[src/rtl/chacha_pkg.sv]
// Shared types, default rotations, reference vectors and rotate helper
// for the byte-serial ChaCha quarter-round engine.
package chacha_pkg;

    typedef enum logic [1:0] {
        ST_LOAD    = 2'd0,
        ST_COMPUTE = 2'd1,
        ST_DRAIN   = 2'd2
    } state_e;

    localparam int unsigned DEF_ROT_A = 16;
    localparam int unsigned DEF_ROT_B = 12;
    localparam int unsigned DEF_ROT_C = 8;
    localparam int unsigned DEF_ROT_D = 7;

    // RFC 8439 quarter-round example, words a..d
    localparam logic [31:0] RFC_IN_A  = 32'h1111_1111;
    localparam logic [31:0] RFC_IN_B  = 32'h0102_0304;
    localparam logic [31:0] RFC_IN_C  = 32'h9b8d_6f43;
    localparam logic [31:0] RFC_IN_D  = 32'h0123_4567;
    localparam logic [31:0] RFC_OUT_A = 32'hea2a_92f4;
    localparam logic [31:0] RFC_OUT_B = 32'hcb1c_f8ce;
    localparam logic [31:0] RFC_OUT_C = 32'h4581_472e;
    localparam logic [31:0] RFC_OUT_D = 32'h5881_c4bb;

    // Rotate-left of the low w bits of x (w <= 64, r < w)
    function automatic logic [63:0] rotl(input logic [63:0] x,
                                         input int unsigned w,
                                         input int unsigned r);
        logic [63:0] m;
        logic [63:0] xm;
        m  = (w >= 64) ? '1 : ((64'd1 << w) - 64'd1);
        xm = x & m;
        return ((xm << r) | (xm >> (w - r))) & m;
    endfunction

endpackage

[src/rtl/chacha_qr_engine_if.sv]
// Byte-wide input and output valid/ready streams of the quarter-round engine.
interface chacha_qr_engine_if;
    logic       in_valid;
    logic       in_ready;
    logic [7:0] in_data;
    logic       out_valid;
    logic       out_ready;
    logic [7:0] out_data;

    modport slave  (input  in_valid, in_data, out_ready,
                    output in_ready, out_valid, out_data);
    modport master (output in_valid, in_data, out_ready,
                    input  in_ready, out_valid, out_data);
endinterface

[src/rtl/chacha_arx_step.sv]
// One ARX step of a ChaCha quarter-round, selected by i_step (0..3).
module chacha_arx_step
    import chacha_pkg::*;
#(
    parameter int unsigned WORD_W = 32,
    parameter int unsigned ROT_A  = DEF_ROT_A,
    parameter int unsigned ROT_B  = DEF_ROT_B,
    parameter int unsigned ROT_C  = DEF_ROT_C,
    parameter int unsigned ROT_D  = DEF_ROT_D
) (
    input  logic [WORD_W-1:0] i_a,
    input  logic [WORD_W-1:0] i_b,
    input  logic [WORD_W-1:0] i_c,
    input  logic [WORD_W-1:0] i_d,
    input  logic [1:0]        i_step,
    output logic [WORD_W-1:0] o_a_c,
    output logic [WORD_W-1:0] o_b_c,
    output logic [WORD_W-1:0] o_c_c,
    output logic [WORD_W-1:0] o_d_c
);

    always_comb begin
        o_a_c = i_a;
        o_b_c = i_b;
        o_c_c = i_c;
        o_d_c = i_d;
        case (i_step)
            2'd0: begin
                o_a_c = i_a + i_b;
                o_d_c = WORD_W'(rotl(64'(i_d ^ o_a_c), WORD_W, ROT_A));
            end
            2'd1: begin
                o_c_c = i_c + i_d;
                o_b_c = WORD_W'(rotl(64'(i_b ^ o_c_c), WORD_W, ROT_B));
            end
            2'd2: begin
                o_a_c = i_a + i_b;
                o_d_c = WORD_W'(rotl(64'(i_d ^ o_a_c), WORD_W, ROT_C));
            end
            default: begin
                o_c_c = i_c + i_d;
                o_b_c = WORD_W'(rotl(64'(i_b ^ o_c_c), WORD_W, ROT_D));
            end
        endcase
    end

endmodule

[src/rtl/chacha_qr_engine.sv]
// Byte-serial ChaCha quarter-round engine: load NB bytes, run ITERS
// quarter-rounds one ARX step per enabled cycle, then drain NB bytes.
module chacha_qr_engine
    import chacha_pkg::*;
#(
    parameter int unsigned WORD_W = 32,
    parameter int unsigned ITERS  = 1,
    parameter int unsigned ROT_A  = DEF_ROT_A,
    parameter int unsigned ROT_B  = DEF_ROT_B,
    parameter int unsigned ROT_C  = DEF_ROT_C,
    parameter int unsigned ROT_D  = DEF_ROT_D
) (
    input  logic                clk,
    input  logic                rst_n,
    input  logic                ena,
    chacha_qr_engine_if.slave   bus,
    output logic                busy
);

    localparam int unsigned NB = 4 * WORD_W / 8;
    localparam int unsigned CW = $clog2(NB);
    localparam int unsigned IW = $clog2(ITERS) + 1;
    localparam int unsigned BW = 4 * WORD_W;

    state_e            r_state;
    state_e            w_state_nxt;
    logic [CW-1:0]     r_load_cnt;
    logic [CW-1:0]     r_drain_cnt;
    logic [1:0]        r_step;
    logic [IW-1:0]     r_iter;
    logic [BW-1:0]     r_blk;

    logic              w_in_take;
    logic              w_out_take;
    logic              w_load_last;
    logic              w_drain_last;
    logic              w_iter_last;
    logic [CW+2:0]     w_load_base;
    logic [CW+2:0]     w_drain_base;
    logic [WORD_W-1:0] w_a;
    logic [WORD_W-1:0] w_b;
    logic [WORD_W-1:0] w_c;
    logic [WORD_W-1:0] w_d;

    assign w_load_last  = (r_load_cnt == CW'(NB - 1));
    assign w_drain_last = (r_drain_cnt == CW'(NB - 1));
    assign w_iter_last  = (r_iter == IW'(ITERS - 1));
    assign w_load_base  = {r_load_cnt, 3'b000};
    assign w_drain_base = {r_drain_cnt, 3'b000};

    chacha_arx_step #(
        .WORD_W (WORD_W),
        .ROT_A  (ROT_A),
        .ROT_B  (ROT_B),
        .ROT_C  (ROT_C),
        .ROT_D  (ROT_D)
    ) u_arx (
        .i_a    (r_blk[0*WORD_W +: WORD_W]),
        .i_b    (r_blk[1*WORD_W +: WORD_W]),
        .i_c    (r_blk[2*WORD_W +: WORD_W]),
        .i_d    (r_blk[3*WORD_W +: WORD_W]),
        .i_step (r_step),
        .o_a_c  (w_a),
        .o_b_c  (w_b),
        .o_c_c  (w_c),
        .o_d_c  (w_d)
    );

    always_ff @(posedge clk or negedge rst_n) begin
        if (!rst_n) begin
            r_state <= ST_LOAD;
        end else if (ena) begin
            r_state <= w_state_nxt;
        end
    end

    // Next state and stream-side outputs decoded from the current state
    always_comb begin
        w_state_nxt   = r_state;
        bus.in_ready  = 1'b0;
        bus.out_valid = 1'b0;
        bus.out_data  = 8'h00;
        busy          = 1'b0;
        w_in_take     = 1'b0;
        w_out_take    = 1'b0;
        case (r_state)
            ST_LOAD: begin
                bus.in_ready = 1'b1;
                w_in_take    = bus.in_valid;
                if (w_in_take && w_load_last) w_state_nxt = ST_COMPUTE;
            end
            ST_COMPUTE: begin
                busy = 1'b1;
                if (r_step == 2'd3 && w_iter_last) w_state_nxt = ST_DRAIN;
            end
            ST_DRAIN: begin
                bus.out_valid = 1'b1;
                bus.out_data  = r_blk[w_drain_base +: 8];
                w_out_take    = bus.out_ready;
                if (w_out_take && w_drain_last) w_state_nxt = ST_LOAD;
            end
            default: w_state_nxt = ST_LOAD;
        endcase
    end

    always_ff @(posedge clk or negedge rst_n) begin
        if (!rst_n) begin
            r_load_cnt  <= '0;
            r_drain_cnt <= '0;
            r_step      <= '0;
            r_iter      <= '0;
            r_blk       <= '0;
        end else if (ena) begin
            if (w_in_take) begin
                r_blk[w_load_base +: 8] <= bus.in_data;
                r_load_cnt <= w_load_last ? '0 : r_load_cnt + 1'b1;
            end
            if (r_state == ST_COMPUTE) begin
                r_blk  <= {w_d, w_c, w_b, w_a};
                r_step <= r_step + 2'd1;
                if (r_step == 2'd3) r_iter <= w_iter_last ? '0 : r_iter + 1'b1;
            end
            if (w_out_take) begin
                r_drain_cnt <= w_drain_last ? '0 : r_drain_cnt + 1'b1;
            end
        end
    end

endmodule

[src/flat_wrapper.sv]
// flat-port wrapper written by rule: the top's interface ports become plain ports
module chacha_qr_engine_flat import chacha_pkg::*;
#(
    parameter int unsigned WORD_W = 32,
    parameter int unsigned ITERS  = 1,
    parameter int unsigned ROT_A  = DEF_ROT_A,
    parameter int unsigned ROT_B  = DEF_ROT_B,
    parameter int unsigned ROT_C  = DEF_ROT_C,
    parameter int unsigned ROT_D  = DEF_ROT_D
)
  (clk, rst_n, ena, busy, bus_in_valid, bus_in_data, bus_out_ready, bus_in_ready, bus_out_valid, bus_out_data);
  chacha_qr_engine_if bus_i ();
  input  logic clk;
  input  logic rst_n;
  input  logic ena;
  output logic busy;
  input wire logic [$bits(bus_i.in_valid)-1:0] bus_in_valid;
  input wire logic [$bits(bus_i.in_data)-1:0] bus_in_data;
  input wire logic [$bits(bus_i.out_ready)-1:0] bus_out_ready;
  output wire logic [$bits(bus_i.in_ready)-1:0] bus_in_ready;
  output wire logic [$bits(bus_i.out_valid)-1:0] bus_out_valid;
  output wire logic [$bits(bus_i.out_data)-1:0] bus_out_data;
  assign bus_i.in_valid = bus_in_valid;
  assign bus_i.in_data = bus_in_data;
  assign bus_i.out_ready = bus_out_ready;
  assign bus_in_ready = bus_i.in_ready;
  assign bus_out_valid = bus_i.out_valid;
  assign bus_out_data = bus_i.out_data;
  chacha_qr_engine #(.WORD_W(WORD_W), .ITERS(ITERS), .ROT_A(ROT_A), .ROT_B(ROT_B), .ROT_C(ROT_C), .ROT_D(ROT_D)) u_core (.clk(clk), .rst_n(rst_n), .ena(ena), .bus(bus_i), .busy(busy));
endmodule
[config.mk]
export PLATFORM = sky130hd
export DESIGN_NAME = chacha_qr_engine_flat
export DESIGN_NICKNAME = d
export VERILOG_FILES = /design/src/rtl/chacha_pkg.sv /design/src/rtl/chacha_qr_engine_if.sv /design/src/rtl/chacha_arx_step.sv /design/src/rtl/chacha_qr_engine.sv /design/src/flat_wrapper.sv
export SDC_FILE = /design/constraint.sdc
export NUM_CORES = 1
export LEC_CHECK = 0
export CORE_MARGIN = 2
export CORE_UTILIZATION = 35
export DETAILED_ROUTE_END_ITERATION = 10
export HOLD_SLACK_MARGIN = 0.1
export PLACE_DENSITY = 0.53
export SKIP_CTS_REPAIR_TIMING = 1
export SYNTH_ARGS = -nofsm -noshare
export SYNTH_HDL_FRONTEND = slang
export SYNTH_SLANG_ARGS = --single-unit
[constraint.sdc]
create_clock -name clk -period 3.3 [get_ports clk]
set_input_delay 0.66 -clock clk [delete_from_list [all_inputs] [get_ports clk]]
set_output_delay 0.66 -clock clk [all_outputs]
set_load 0.01 [all_outputs]
Word-level counts from Yosys, hierarchy flattened --
Index checks and enable logic that the tools add are counted.
Operators by class: bitwise logic cells 7, reduce and logical (&&, ||, !) cells 15, shifts and indexed selects 3, $add $sub $neg 7, muxes and demuxes 20, equality and inequality tests 13
Operators by type and width (number):
- two-way mux 128 bit | 2
- bitwise mux 128 bit | 1
- one-hot mux 32 bit (2 select lines) | 2
- variable shift 8 x 9 -> 128 bit, first input constant | 1
- variable part select 128 x 8 -> 8 bit | 1
- variable part select 8 x 9 -> 128 bit | 1
- adder 32 bit | 2
- two-way mux 32 bit | 2
- XOR 32 bit | 2
- OR 32 x 12 -> 32 bit | 1
- OR 32 x 16 -> 32 bit | 1
- OR 32 x 7 -> 32 bit | 1
- OR 32 x 8 -> 32 bit | 1
- AND reduction 3 bit | 4
- negation 7 -> 9 bit | 1
- adder 4 x 1 -> 4 bit, second input constant | 2
- == test 4 bit, second input constant | 2
- two-way mux 4 bit | 2
- two-way mux 8 bit | 1
- == test 2 bit, second input constant | 3
- two-way mux 1 bit | 6
- two-way mux 2 bit | 3
- inequality test 2 x 1 -> 1 bit, second input constant | 3
- one-hot mux 2 bit (3 select lines) | 1
- 12 further kinds | 19
Word-level totals: register bits 141, bits of input ports 13, word-level logic and storage cells 73, output and inout port bits 11

Logic depth before layout (Yosys ltp) --
depth after elaboration 5, depth in mapped cells 14, mapped depth without buffers 11

Hierarchy --
Synthesis repeated with hierarchy kept, for this count alone.
Second synthesis, totals: cells, all modules 1673, area total of the unflattened synthesis 14467.6 um^2
Modules (own cells, without submodules):
- chacha_qr_engine | cells each 793, area an instance 8358.0 um^2, instances 1, seq. area each 3503.4 um^2
- chacha_arx_step | cells each 880, area an instance 6109.6 um^2, instances 1, seq. area each 0.0 um^2

Least setup slack after synthesis --
No wires, ideal clock.
path kind reg2out, start point reg u_core.r_drain_cnt[0], end point out bus_out_data[0], path buffers 2, required time 2.640 ns, cell stages (with the launch flop) 6, arrival 2.450 ns, setup slack 0.190 ns, cell sequence dfrtp_1 clkbuf_1 buf_1 mux4_2 mux4_2 and2_1
On the way: longest elaborated chain between the ends 2
RTL lines:
- start: declaration | RTL line chacha_qr_engine.sv:28 | logic [CW-1:0] r_drain_cnt;
- start signal: assignment | RTL line chacha_qr_engine.sv:124 | r_drain_cnt <= w_drain_last ? '0 : r_drain_cnt + 1'b1;
- variable part select 128 x 8 -> 8 bit | RTL line chacha_qr_engine.sv:98 | bus.out_data = r_blk[w_drain_base +: 8];
- two-way mux 8 bit | RTL line chacha_qr_engine.sv:86 | case (r_state)
- end: declaration | RTL line flat_wrapper.sv:22 | output wire logic [$bits(bus_i.out_data)-1:0] bus_out_data;
Every way passes these cells.

Worst setup path after layout --
start point reg u_core.r_blk[105], end point reg u_core.r_blk[37]
On the way: longest elaborated chain between the ends 5, elaborated cells between the ends (all ways) 6, classes of those cells 1 x add/sub; 2 x mux; 3 x bitwise
RTL lines:
- start: declaration | RTL line chacha_qr_engine.sv:31 | logic [BW-1:0] r_blk;
- start signal: indexed assignment | RTL line chacha_qr_engine.sv:115 | r_blk[w_load_base +: 8] <= bus.in_data;
- start signal: assignment | RTL line chacha_qr_engine.sv:119 | r_blk <= {w_d, w_c, w_b, w_a};
- adder 32 bit (*) | RTL line chacha_arx_step.sv:33, chacha_arx_step.sv:41
- XOR 32 bit (*) | RTL line chacha_arx_step.sv:34, chacha_arx_step.sv:42
- OR 32 x 7 -> 32 bit / OR 32 x 12 -> 32 bit (equally long branches) | RTL line chacha_pkg.sv:34 | return ((xm << r) | (xm >> (w - r))) & m;
- one-hot mux 32 bit (2 select lines) (*) | RTL line chacha_arx_step.sv:27 | case (i_step)
- two-way mux 128 bit (*) | RTL line chacha_qr_engine.sv:118 | if (r_state == ST_COMPUTE) begin
Mark *: on every way between the ends. The rest lies on a longest branch, timed or not. A chain may end at the register's enable or synchronous reset.

==> impl_summary.txt <==
----------------------------------------------------
[Worst setup path]
  Buffering stage count on the worst path with inverters included ... 2
  Data required time of the worst path ... 3630 ps
  Startpoint of the most critical register-to-register path ... u_core.r_blk[105]$_DFFE_PN0P_
  Slowest stage cell, crit path ... dfrtp_1
  Data arrival time of the critical path ... 3680 ps
  Launching element type of the critical path ... flop
  Worst reg-to-reg setup slack ... -40 ps
  Endpoint of the lowest-slack register-to-register path ... u_core.r_blk[37]$_DFFE_PN0P_
  Class of the most critical setup path ... reg2reg
  Cells along the critical path ... ha_1, nand4_1, a211oi_1, a211oi_2, buf_4, o31ai_4, a31oi_4, buf_4, nor2_1, xnor3_1, and2_0, o31ai_2
  Worst-path fanout max ... 3
  Crit path top cell by count ... buf_4
  Top delay family on crit path ... compound AO/OA/AOI/OAI gates
  Worst stage delay on the critical path ... 490 ps
  Depth of the worst register-to-register path ... 12
  Crit. End Element ... flop

[Clocking]
  H-Tree Level Count ... 4
  TritonCTS clock tree ... done
  Clock transition at the registers of the reported paths ... 70 ps
  Source-to-sink clock delay at the later pin of the worst-skew pair ... 460 ps
  Clock buffer count from CTS ... 17
  Cell at the root of the clock tree ... clkbuf_16
  Sinks on the clock net ... 140
  Longest Clk Path Bufs ... 2

[Timing]
  Final max-slew violation count ... 0
  Worst max-slew margin expressed relative to the limit ... 0.373
  Clock skew ... 16.3 ps
  Endpoints failing hold ... 0
  Portion of the clock cycle consumed by the worst path in the final layout ... 1.01
  Timing-limited maximum frequency ... 299 MHz
  Aggregate negative setup slack ... -43.8 ps
  Final count of negative-setup-slack endpoints ... 1
  Clock period minus worst slack ... 3340 ps
  RSZ-0062 raised after global routing ... true
  Transition time at the pin with the least slew margin ... 938 ps
  Fin worst setup slack ... -43.8 ps

[Layout]
  Final layout net count ... 1661
  Area growth from synthesis to layout ... 21.2%
  Fill cell instance count of the final layout ... 3499
  Storage cell area ... 0.00351 sq mm
  Final design instance area without fill ... 0.0151 sq mm
  Multi-input gate area in the final layout ... 0.00863 sq mm
  Share of post-route cells with drive strength above 1 ... 0.193
  Final cell utilization of the core ... 0.429

[Flow run]
  Maximum capacitance violations ... 0

[Logic synthesis]
  Part of the Yosys area used for sequential elements ... 0.281
  Cell variety after synth ... 97
  Most frequent cell after synthesis ... a21oi_1
  Xor and xnor area share after synthesis ... 0.102
  Synth Area in Compound Gates ... 0.274
  Portion of synthesized cell area occupied by the leading cell type ... 0.281
  Post-synthesis cell area ... 0.0125 sq mm
  Multiplexer share of the synthesized area ... 0.0825
  Synthesis warning total ... 0
  Post-synthesis net count ... 1525
  Average footprint of a synthesized cell ... 8.67 sq um
  Number of enable-type register cells in the synthesized netlist ... 0
  Ranking of synthesized cells by area ... dfrtp_1 28%, a21oi_1 7.5%, mux4_2 7.2%
  Most common library cells after synthesis ... 186 x a21oi_1, 145 x nor2_1, 140 x dfrtp_1
  Gate count after technology mapping ... 1439
  Largest family of logic cells by synthesized area ... compound AO/OA/AOI/OAI gates
  Simple-gate area share of the yosys netlist ... 0.149
  Area share of fa/ha/maj cells after synthesis ... 0.0744
  Number of register bits inferred by synthesis ... 140
  Proportion of synthesized flip-flops having asynchronous set or reset ... 1.00
  Post-synth top flop ... dfrtp_1
  Area leader, netlist ... dfrtp_1

[Status]
  Outcome ... finished, violations left
  Violated checks ... setup timing

[Die]
  DIE AREA ... 0.0372 sq mm
  Number of ports placed on the die boundary ... 24
  Starting Density ... 0.354
  Die Height ... 193 um
  Core Rows ... 69
  Core Footprint ... 0.0353 sq mm
  Die width ... 193 um

[Placed design]
  Buffers on Ports ... 23
  Dpl hpwl ... 47100 um
  Area post-placement ... 0.0143 sq mm
  Final weighted congestion in routability-driven placement ... 1.03

[Drt]
  Number of nets with antenna violations after routing ... 0
  1st-iter DRT viols ... 1609
  Number of design rule violations left after detail routing ... 0
  Final wirelength ... 59700 um
  Routed vias/inst ... 6.25
  First-pass detailed-route iteration total ... 6
  Vias ... 12800
  Average detailed-routed wire length per instance ... 29.1 um

[Global route]
  Overall routing resource usage ... 0.328
  Routing layer with the top usage in global route ... met2
  Global routing usage on met2 ... 0.484
  Maximum number of pins on one net before global-route repair ... 80
  Met1 track demand over resource ... 0.455
  Antenna violations before repair ... 2
  Wire length of the first global-routing pass ... 86200 um
  Final global-route overflow total ... 0
  Met3 track demand over resource in global routing ... 0.0707
  Vias in the first global route ... 12300

[Min path]
  Class of the worst hold path ... in2async

----------------------------------------------------
-- placed cells by master, fill, tap and decap left out, drive strengths merged, types with 5 or more instances in the layout --
cell           Yosys  routed
nand2b            15      15
o22ai             28      28
dfrtp            140     140
nor2             146     146
nand2            131     131
o21ai             95      95
xnor2             83      83
nand4             12      12
o31ai             11      11
clkbuf            61      29
nor3              13      13
ha                71      71
a21o              30      30
nand3             32      32
and2              22      22
inv               33      33
o221ai            13      13
nor2b             10      10
a22oi             31      31
o21a               7       7
clkdlybuf4s50      0      14
xnor3              5       5
o21bai             9       9
a211oi            14      14
xor2              43      43
mux4              40      40
a21boi             8       8
a21oi            193     193
dlymetal6s2s       0       8
and3              12      12
a31oi             17      17
mux2i              8       8
a221oi            13      13
o211ai             8       8
buf               18     172
-- worst register-to-register path, cell delays in order (launching register included) --
cell and delay, ps:
dfrtp_1 490, ha_1 360, nand4_1 150, a211oi_1 320
a211oi_2 80, buf_4 170, o31ai_4 310, a31oi_4 130
buf_4 150, nor2_1 220, xnor3_1 340, and2_0 220
o31ai_2 280
-- state kept, by name, summed over array words and instances (netlist names) --
| signal | flops |
|---|---|
| u_core.r_step | 2 |
| u_core.r_load_cnt | 4 |
| u_core.r_state | 2 |
| u_core.r_blk | 128 |
| u_core.r_drain_cnt | 4 |
-- area by class of cell --
| class | instances | share of cell area |
|---|---|---|
| repair buffers | 196 | 0.109 |
| well taps | 461 | 0.0381 |
| flip-flops and latches | 140 | 0.232 |
| clock buffers | 27 | 0.0359 |
| multi-input cells | 1186 | 0.570 |
| inverters | 34 | 0.00843 |
| clock inverters | 5 | 0.00662 |
| diodes | 1 | 0.000165 |
-- through the flow --
step	setup WS, ps	hold slack, ps	std cells
after floorplan	190	364	1439
after global placement	-245	491	2012
after detailed placement	-219	515	2012
after CTS	-267	235	2044
after global routing	-26.3	254	2049
final	-43.8	212	2050
-- layer usage --
layer | vias up | wire length, um
met5 | - | 11
met3 | 143 | 6530
met4 | 2 | 3210
li1 | 5620 | -
met1 | 6268 | 24800
met2 | 786 | 25200
-- logic make-up after synthesis --
kind of cell / Yosys count
AOI/OAI and AO/OA: 519
and+or+nand+nor: 409
xor gates and xnor gates: 133
DFF: 140
buffers and inverters: 113
muxes: 52
adders and majority gates: 73
-- worst max-delay path by stage --
stage | endpoint | from | depth (start not counted)
floorplan | bus_out_data[0] | u_core.r_drain_cnt[0]$_DFFE_PN0P_ | 5
detailed placement | u_core.r_blk[37]$_DFFE_PN0P_ | u_core.r_blk[64]$_DFFE_PN0P_ | 11
global placement | u_core.r_blk[37]$_DFFE_PN0P_ | u_core.r_blk[64]$_DFFE_PN0P_ | 11
global route | u_core.r_blk[37]$_DFFE_PN0P_ | u_core.r_blk[106]$_DFFE_PN0P_ | 12
finish | u_core.r_blk[37]$_DFFE_PN0P_ | u_core.r_blk[105]$_DFFE_PN0P_ | 12
CTS | bus_out_data[5] | u_core.r_drain_cnt[0]$_DFFE_PN0P_ | 5
Power is not shown: default switching activity piles up to over one toggle a cycle in this logic, so the estimate is an artifact.
